--- config.mk ---
export PLATFORM = sky130hd
export DESIGN_NAME = alg3_bits_to_bytes_stream_ctrl_flat
export DESIGN_NICKNAME = d
export VERILOG_FILES = /design/src/rtl/alg3_bits_to_bytes_stream_ctrl_if.sv /design/src/rtl/alg3_bits_to_bytes_stream_ctrl.sv /design/src/flat_wrapper.sv
export SDC_FILE = /design/constraint.sdc
export NUM_CORES = 1
export LEC_CHECK = 0
export BUFFER_PORTS_ARGS = -buffer_cell sky130_fd_sc_hd__buf_4
export CAP_MARGIN = 20
export CORE_UTILIZATION = 55
export CTS_CLUSTER_DIAMETER = 150
export DETAILED_ROUTE_END_ITERATION = 10
export PLACE_DENSITY = 0.78
export SLEW_MARGIN = 10
export SYNTH_ARGS = -nofsm -noshare
export SYNTH_HDL_FRONTEND = slang
export SYNTH_SLANG_ARGS = --single-unit
--- constraint.sdc ---
create_clock -name clk -period 2.34 [get_ports clk]
set_input_delay 0.234 -clock clk [delete_from_list [all_inputs] [get_ports clk]]
set_output_delay 0.234 -clock clk [all_outputs]
set_load 0.01 [all_outputs]
--- src/rtl/alg3_bits_to_bytes_stream_ctrl_if.sv ---
// Bit-beat input and byte output handshake bundle for the
// BitsToBytes stream controller.
interface alg3_bits_to_bytes_stream_ctrl_if #(
    parameter int IN_W = 1
);
    logic            in_valid;
    logic            in_ready;
    logic [IN_W-1:0] in_bits;
    logic            out_valid;
    logic            out_ready;
    logic [7:0]      out_byte;
    logic            out_last;

    modport master (
        output in_valid,
        output in_bits,
        output out_ready,
        input  in_ready,
        input  out_valid,
        input  out_byte,
        input  out_last
    );

    modport slave (
        input  in_valid,
        input  in_bits,
        input  out_ready,
        output in_ready,
        output out_valid,
        output out_byte,
        output out_last
    );
endinterface

--- src/rtl/alg3_bits_to_bytes_stream_ctrl.sv ---
// ML-KEM BitsToBytes stream packer: IN_W-bit beats in,
// LSB-first packed bytes out, framed by a byte count.
module alg3_bits_to_bytes_stream_ctrl #(
    parameter int IN_W  = 1,
    parameter int LEN_W = 11
) (
    input  logic             clk,
    input  logic             rst,
    input  logic             start,
    input  logic [LEN_W-1:0] frame_len,
    output logic             busy,
    output logic             done,
    alg3_bits_to_bytes_stream_ctrl_if.slave s
);

    typedef enum logic [1:0] {
        IDLE  = 2'd0,
        PACK  = 2'd1,
        DRAIN = 2'd2,
        DONE  = 2'd3
    } state_t;

    state_t           state_q, state_d;
    logic [7:0]       acc_q, acc_d;
    logic [2:0]       bitcnt_q, bitcnt_d;
    logic [LEN_W-1:0] remaining_q, remaining_d;
    logic             out_valid_q, out_valid_d;
    logic [7:0]       out_byte_q, out_byte_d;
    logic             out_last_q, out_last_d;

    logic [7:0] acc_ins;
    logic       in_fire;
    logic       out_fire;
    logic       byte_fire;
    logic       last_byte;

    assign s.in_ready  = (state_q == PACK) &&
                         (!out_valid_q || s.out_ready);
    assign s.out_valid = out_valid_q;
    assign s.out_byte  = out_byte_q;
    assign s.out_last  = out_last_q;
    assign busy        = (state_q != IDLE);
    assign done        = (state_q == DONE);

    assign in_fire   = s.in_valid && s.in_ready;
    assign out_fire  = out_valid_q && s.out_ready;
    assign byte_fire = in_fire && (bitcnt_q == 3'(8 - IN_W));
    assign last_byte = (remaining_q == LEN_W'(1));

    // Next-state, accumulator and output-register logic.
    always_comb begin
        state_d     = state_q;
        acc_d       = acc_q;
        bitcnt_d    = bitcnt_q;
        remaining_d = remaining_q;
        out_valid_d = out_valid_q;
        out_byte_d  = out_byte_q;
        out_last_d  = out_last_q;
        acc_ins     = acc_q;
        acc_ins[bitcnt_q +: IN_W] = s.in_bits;

        unique case (state_q)
            IDLE: begin
                if (start) begin
                    if (frame_len != '0) begin
                        remaining_d = frame_len;
                        bitcnt_d    = '0;
                        acc_d       = '0;
                        state_d     = PACK;
                    end else begin
                        state_d = DONE;
                    end
                end
            end
            PACK: begin
                if (out_fire) begin
                    out_valid_d = 1'b0;
                    out_last_d  = 1'b0;
                end
                if (in_fire) begin
                    acc_d    = acc_ins;
                    bitcnt_d = bitcnt_q + 3'(IN_W);
                end
                // A completing beat reloads the output even
                // while the previous byte is handshaking.
                if (byte_fire) begin
                    acc_d       = '0;
                    bitcnt_d    = '0;
                    out_byte_d  = acc_ins;
                    out_valid_d = 1'b1;
                    out_last_d  = last_byte;
                    remaining_d = remaining_q - LEN_W'(1);
                    if (last_byte) begin
                        state_d = DRAIN;
                    end
                end
            end
            DRAIN: begin
                if (out_fire) begin
                    out_valid_d = 1'b0;
                    out_last_d  = 1'b0;
                    state_d     = DONE;
                end
            end
            DONE: begin
                state_d = IDLE;
            end
            default: begin
                state_d = IDLE;
            end
        endcase
    end

    // State and datapath registers; reset discards any partial frame.
    always_ff @(posedge clk or posedge rst) begin
        if (rst) begin
            state_q     <= IDLE;
            acc_q       <= '0;
            bitcnt_q    <= '0;
            remaining_q <= '0;
            out_valid_q <= 1'b0;
            out_byte_q  <= '0;
            out_last_q  <= 1'b0;
        end else begin
            state_q     <= state_d;
            acc_q       <= acc_d;
            bitcnt_q    <= bitcnt_d;
            remaining_q <= remaining_d;
            out_valid_q <= out_valid_d;
            out_byte_q  <= out_byte_d;
            out_last_q  <= out_last_d;
        end
    end

endmodule

--- src/flat_wrapper.sv ---
// flat-port wrapper written by rule: the top's interface ports become plain ports
module alg3_bits_to_bytes_stream_ctrl_flat 
#(
    parameter int IN_W  = 1,
    parameter int LEN_W = 11
)
  (clk, rst, start, frame_len, busy, done, s_in_valid, s_in_bits, s_out_ready, s_in_ready, s_out_valid, s_out_byte, s_out_last);
  alg3_bits_to_bytes_stream_ctrl_if #(.IN_W(IN_W)) s_i ();
  input  logic clk;
  input  logic rst;
  input  logic start;
  input  logic [LEN_W-1:0] frame_len;
  output logic busy;
  output logic done;
  input wire logic [$bits(s_i.in_valid)-1:0] s_in_valid;
  input wire logic [$bits(s_i.in_bits)-1:0] s_in_bits;
  input wire logic [$bits(s_i.out_ready)-1:0] s_out_ready;
  output wire logic [$bits(s_i.in_ready)-1:0] s_in_ready;
  output wire logic [$bits(s_i.out_valid)-1:0] s_out_valid;
  output wire logic [$bits(s_i.out_byte)-1:0] s_out_byte;
  output wire logic [$bits(s_i.out_last)-1:0] s_out_last;
  assign s_i.in_valid = s_in_valid;
  assign s_i.in_bits = s_in_bits;
  assign s_i.out_ready = s_out_ready;
  assign s_in_ready = s_i.in_ready;
  assign s_out_valid = s_i.out_valid;
  assign s_out_byte = s_i.out_byte;
  assign s_out_last = s_i.out_last;
  alg3_bits_to_bytes_stream_ctrl #(.IN_W(IN_W), .LEN_W(LEN_W)) u_core (.clk(clk), .rst(rst), .start(start), .frame_len(frame_len), .busy(busy), .done(done), .s(s_i));
endmodule
==> results of run 1 <==
-- critical path, delay by kind of cell (launching register included) --
kind	cells	cell delay, ns
AO/OA/AOI/OAI	2	0.86
buffers and inverters	2	0.31
adder cells (fa/ha/maj)	1	0.33
AND/OR/NAND/NOR	1	0.10
flip-flops	1	0.40
-- worst max-delay path by stage --
stage | end | slack, ns | start
after global routing | u_core.acc_q[5] | 0.07 | u_core.state_q[1]
after CTS | u_core.bitcnt_q[1] | 0.17 | u_core.state_q[0]
final | u_core.remaining_q[6] | 0.23 | u_core.state_q[1]
after detailed placement | u_core.bitcnt_q[1] | 0.19 | u_core.state_q[0]
after global placement | u_core.bitcnt_q[2] | 0.29 | u_core.state_q[0]
after floorplan | u_core.remaining_q[6] | 0.43 | u_core.remaining_q[0]
-- cell families after synthesis --
| family | count (synthesis) | synth area share |
|---|---|---|
| adders and majority gates | 11 | 0.0646 |
| muxes | 9 | 0.0423 |
| buffers and inverters | 28 | 0.0604 |
| AOI/OAI and AO/OA | 79 | 0.244 |
| DFF | 34 | 0.399 |
| and+or+nand+nor | 75 | 0.190 |
-- per-layer routing --
metal	routed length, um	global-route usage	vias up	part of all wire
met2	2300	0.424	55	0.46
li1	-	-	949	-
met1	2350	0.387	946	0.47
met5	0	0	-	0
met4	83	0.0861	0	0.017
met3	251	0.0607	11	0.050
-- sequential cells by signal, indices dropped and copies added (netlist names) --
register	flops
u_core.s.out_last	1
u_core.acc_q	8
u_core.remaining_q	11
u_core.bitcnt_q	3
u_core.state_q	2
u_core.s.out_valid	1
u_core.s.out_byte	8
-- metrics by stage --
step | area, sq um | total power [mW] | hold slack, ns | utilization
floorplan | 2130 | 1.50 | 0.376 | -
global placement | 2430 | 1.77 | 0.362 | 0.659
detailed placement | 2430 | 1.80 | 0.360 | 0.659
CTS | 2530 | 2.27 | 0.0505 | 0.685
global route | 2540 | 2.44 | 0.0792 | 0.688
finish | 2540 | 2.27 | 0.0396 | 0.688
-- layout by cell type, fill, tap and decap left out, drive strengths merged, types with 7 or more instances in the layout --
master,n
o211ai,7
mux2i,9
o21ai,31
buf,41
nor2,9
nor3,7
a21oi,7
o31ai,9
dfrtp,34
nor4,9
nand2,23
inv,16
a31oi,7
ha,11
nand2b,7
-- cells in the mapped netlist (2+ instances only) --
library cell | instances | share of area
a211o_1 | 2 | 0.0082
a21oi_1 | 7 | 0.016
a31oi_1 | 6 | 0.018
buf_6 | 3 | 0.016
clkbuf_1 | 8 | 0.014
dfrtp_1 | 34 | 0.40
ha_1 | 11 | 0.065
inv_1 | 16 | 0.028
mux2i_1 | 9 | 0.042
nand2_1 | 23 | 0.040
nand2b_1 | 7 | 0.021
nand3_1 | 5 | 0.012
nand4_1 | 2 | 0.0059
nor2_1 | 9 | 0.016
nor2b_1 | 3 | 0.0088
nor3_1 | 6 | 0.014
nor4_1 | 8 | 0.023
o211ai_1 | 7 | 0.025
o21ai_0 | 30 | 0.070
o2bb2ai_1 | 2 | 0.0082
o31a_1 | 2 | 0.0082
o31ai_1 | 9 | 0.032
o32ai_1 | 2 | 0.0082
or3_1 | 2 | 0.0059
-- report_power, final --
group | switching [mW] | internal, mW | total [mW]
clock | 0.225 | 0.237 | 0.462
combinational | 0.522 | 0.399 | 0.921
sequential | 0.123 | 0.762 | 0.885
total | 0.870 | 1.40 | 2.27
-- cell type report --
cell class,instances,area [sq um],area share
multi-input combinational,174,1160,0.459
sequential,34,851,0.335
timing repair buffer,41,308,0.121
clock buffer,6,82.6,0.0325
inverter,16,60.1,0.0237
tap,48,60.1,0.0237
clock inverter,2,12.5,0.00493
-- repair_timing --
action,in CTS,in global routing
endpoints found under the hold margin,0,0
gates resized for setup,0,2
endpoints found under the setup margin,0,9
==> summary.txt, run 1 <==
Clock tree
  • Hold_buf cts: 0
  • Clock slew at reported path FFs: 0.07 ns
  • Setup bufs post-CTS: 0
  • Clk_lat worst skew: 0.29 ns
  • H-tree depth: 2
  • CTS Sinks: 34
  • Clock Path Buffers: 2
  • TritonCTS clock tree: yes
  • Root buffer cell: clkbuf_8
  • Number of CTS-inserted buffers: 5

Logic synthesis
  • Synthesized area per cell: 9.03 sq um
  • Synth Flop Type: dfrtp_1
  • Synth cell types: 47
  • Synth Instances: 236
  • Number of flops mapped to enable cells by yosys: 0
  • Sequential-to-total area share from yosys stat: 0.399
  • Synthesized flop and latch total: 34
  • Post-synthesis cell area: 2130 sq um
  • Yosys warning count: 0
  • Asr flop ratio synth: 1.00
  • Post-Syn Nets: 264

Worst hold path
  • Worst hold path class: in2async

Route
  • Drt initial violations: 123
  • DRT Pass-1 Iters: 4
  • Vias per cell: 6.11
  • Detail Route Antenna Nets: 0
  • Via count: 1961
  • Post-route DRC: 0
  • Avg WL per Cell: 15.5 um
  • Drt total wl: 4980 um

Floorplan
  • Core Region: 3690 sq um
  • Rows: 22
  • IO Pins: 30
  • Die Span Y: 64.3 um
  • Floorplan die area: 4130 sq um
  • Initial Util: 0.578
  • Die width: 64.3 um

Cells and area
  • Final Non-Filler Cells: 321
  • Ant. Diodes: 0
  • Total Nets Final: 300
  • Proportion of layout cells with a drive suffix above 1: 0.216
  • Fillers: 319
  • Area Overhead vs Synth: 19.1%

STA
  • Final period utilization: 0.902
  • RSZ-0062 raised after global routing: no
  • Max Fclk: 474 MHz
  • Setup Skew: 0.00239 ns
  • Post-route worst setup slack: 0.229 ns
  • Final setup fails: 0
  • Final Hold Fails: 0
  • Slew Viols, Final: 0
  • Rel. slew slack: 0.599
  • Setup_tns: 0 ns
  • Worst-Margin Slew: 0.600 ns
  • Tmin final: 2.11 ns

Placed design
  • GPL Wtd Cong: 0.910
  • Hpwl dp: 3610 um
  • Port bufs: 29
  • Place WS: 0.188 ns
  • Post-Place Cells: 313

Worst setup path
  • Kind of critical path: reg2reg
  • CP arrival: 2.28 ns
  • Critical path's slowest cell: a31oi_2
  • RR Endpoint: u_core.remaining_q[6]
  • R2R Setup Slk: 0.23 ns
  • Reg2Reg Depth: 6
  • CP peak stage delay: 0.53 ns
  • CP Cell Sequence: inv_1, ha_1, inv_1, a31oi_2, nor3_2, a211o_2
  • Critical Path End Type: register
  • Critical Path Start Type: register
  • Most frequent CP cell: inv_1
  • Worst flop-to-flop path startpoint: u_core.state_q[1]
  • Critical Path Fanout Max: 10
  • Worst EP required: 2.51 ns

Global routing
  • Total congestion overflow: 0
  • Global-route wire length before repair: 8760 um
  • Number of global-route vias before repair: 1857
  • Initial antenna violation count: 0
  • Largest net degree at the start of global routing: 35
  • Global-route usage over all layers: 0.276

Pwr
  • LEAKAGE: 1.14 nW
  • Worst VDD drop: 605 uV
  • Power per cell area: 893 nW/um^2

Outcome
  • Status: finished, final reports clean

Flow run
  • Max-Cap Viols: 0
(Power assumes the default switching activity.)
==> run 2, diff against run 1 <==
==> constraint.sdc (replaced) <==
create_clock -name clk -period 2.1 [get_ports clk]
set_input_delay 0.21 -clock clk [delete_from_list [all_inputs] [get_ports clk]]
set_output_delay 0.21 -clock clk [all_outputs]
set_load 0.01 [all_outputs]
==> summary.txt, run 2 (synthesis results as in run 1) <==
Global routing
  • Largest net degree at the start of global routing: 35 (unchanged)
  • Total congestion overflow: 0 (unchanged)
  • Initial antenna violation count: 0 (unchanged)
  • Global-route usage over all layers: 0.283 (+0.00690)
  • Global-route wire length before repair: 9050 um (+3.3%)
  • Number of global-route vias before repair: 1943 (+4.6%)

STA
  • Setup Skew: 0.00585 ns (+0.00346 ns)
  • Tmin final: 2.05 ns (-0.0605 ns)
  • Rel. slew slack: 0.614 (+0.0150)
  • Final period utilization: 0.976 (+0.0743)
  • Final Hold Fails: 0 (unchanged)
  • Slew Viols, Final: 0 (unchanged)
  • Final setup fails: 0 (unchanged)
  • Max Fclk: 488 MHz (+2.9%)
  • Worst-Margin Slew: 0.574 ns (-0.0259 ns)
  • Post-route worst setup slack: 0.0499 ns (-0.180 ns)

Placed design
  • Port bufs: 29 (unchanged)
  • Place WS: -0.00765 ns (-0.196 ns)
  • Hpwl dp: 3820 um (+5.8%)
  • GPL Wtd Cong: 0.875 (-3.8%)

Clock tree
  • Root buffer cell: clkbuf_8
  • Number of CTS-inserted buffers: 5 (unchanged)
  • Clock Path Buffers: 2 (unchanged)
  • Clk_lat worst skew: 0.28 ns (about the same)
  • H-tree depth: 2 (unchanged)
  • CTS Sinks: 34 (unchanged)
  • Clock slew at reported path FFs: 0.07 ns (about the same)
  • Hold_buf cts: 0 (unchanged)
  • TritonCTS clock tree: yes

Cells and area
  • Most common cell after layout, fill and taps aside: buf_4
  • Largest reg by FF count: u_core.remaining_q
  • Proportion of layout cells with a drive suffix above 1: 0.290 (+0.0742)
  • Area Overhead vs Synth: 25.8%
  • Most frequent cells in the layout: buf_4, dfrtp_1, o21ai_0
  • Total Nets Final: 306 (+2.0%)
  • Ant. Diodes: 0 (unchanged)
  • Max FFs per register: 11 (unchanged)

Route
  • Metal2 WL: 2910 um (+27%)
  • Avg WL per Cell: 18.0 um (+16%)
  • Met3 wire length: 299 um (+19%)
  • Met1 wire length: 2530 um (+7.9%)
  • Post-route DRC: 0 (unchanged)
  • Via count: 2082 (+6.2%)
  • Top layer in use: met4
  • Drt initial violations: 215 (+75%)
  • Drt total wl: 5880 um (+18%)
  • Vias per cell: 6.37 (+4.2%)
  • Detail Route Antenna Nets: 0 (unchanged)
  • DRT Pass-1 Iters: 4 (unchanged)

Floorplan
  • Core Region: 3690 sq um (unchanged)
  • Floorplan die area: 4130 sq um (unchanged)
  • Die width: 64.3 um (unchanged)
  • Initial Util: 0.578 (unchanged)
  • Rows: 22 (unchanged)
  • Die Span Y: 64.3 um (unchanged)
  • IO Pins: 30 (unchanged)

Worst setup path
  • Critical Path Start Type: register
  • Kind of critical path: reg2reg
  • Worst EP required: 2.24 ns (-0.27 ns)
  • Critical Path End Type: register
  • Critical Path Source: u_core.bitcnt_q[0]
  • Critical Path Fanout Max: 5 (-5)
  • Worst flop-to-flop path startpoint: u_core.bitcnt_q[0]
  • CP arrival: 2.19 ns (-0.09 ns)

Pwr
  • Power per cell area: 1050 nW/um^2 (+17%)
  • LEAKAGE: 1.18 nW (+4.0%)
  • PnR Total Power: 2.81 mW (+24%)
  • Worst VDD drop: 702 uV (+16%)

Worst hold path
  • Worst hold path class: in2async

Flow run
  • Max-Cap Viols: 0 (unchanged)

Outcome
  • Status: finished, final reports clean
[run 2: changes by cell type in the layout (fill, tap and decap cells not counted), sizes merged]
| cell | before | now |
|---|---|---|
| clkinvlp | 1 | 0 |
| buf | 41 | 47 |
| clkbuf | 6 | 7 |
[run 2: power by group]
| group | total, mW | switching, mW | internal [mW] |
|---|---|---|---|
| logic | 1.28 | 0.716 | 0.569 |
| registers | 1.02 | 0.164 | 0.852 |
| clock network | 0.509 | 0.244 | 0.265 |
[run 2: through the flow]
stage	utilization	std cells	TNS, ns	area [sq um]	hold WS, ns
floorplan	-	236	0	2130	0.352
global placement	0.663	315	0	2450	0.336
detailed placement	0.663	315	-0.0146	2450	0.348
CTS	0.690	323	0	2540	0.0491
global route	0.727	327	-0.00109	2680	0.0801
finish	0.727	327	0	2680	0.0253
[run 2: final cells by class]
| class | count | area (sq um) |
|---|---|---|
| fillers | 282 | 1010 |
| inverters | 16 | 60.1 |
| flip-flops and latches | 34 | 852 |
| multi-input cells | 174 | 1260 |
| clock inverters | 1 | 5.00 |
| repair buffers | 47 | 353 |
| clock buffers | 7 | 86.3 |
| well taps | 48 | 60.1 |
[run 2: worst paths after layout]
path,slack (ns),depth (start not counted),to
setup / recovery,0.05,7,u_core.s.out_byte[6]
hold / removal,0.03,3,u_core.s.out_byte[6]
setup reg to reg,0.05,7,u_core.s.out_byte[6]
hold reg to reg,0.49,2,u_core.s.out_byte[7]
max in group asynchronous,1.75,3,u_core.bitcnt_q[0]
min in group clk,0.19,3,u_core.remaining_q[8]
[run 2: timing repair]
action	in CTS	in global routing
endpoints found under the setup margin	8	20
gates resized for setup	2	22
setup buffers	0	4
pin swaps	0	1
[run 2: critical path, stage by stage (launching register included)]
cell	delay [ns]
dfrtp_2	0.41
inv_1	0.11
ha_2	0.24
ha_2	0.22
nand2b_4	0.18
nor4_4	0.30
mux2i_2	0.30
o21ai_0	0.13
[run 2: layer usage]
metal / global-route usage / up-vias
met4: 0.0972 / 0
li1: - / 963
met1: 0.375 / 1024
met3: 0.0518 / 18
met5: 0 / -
met2: 0.462 / 77
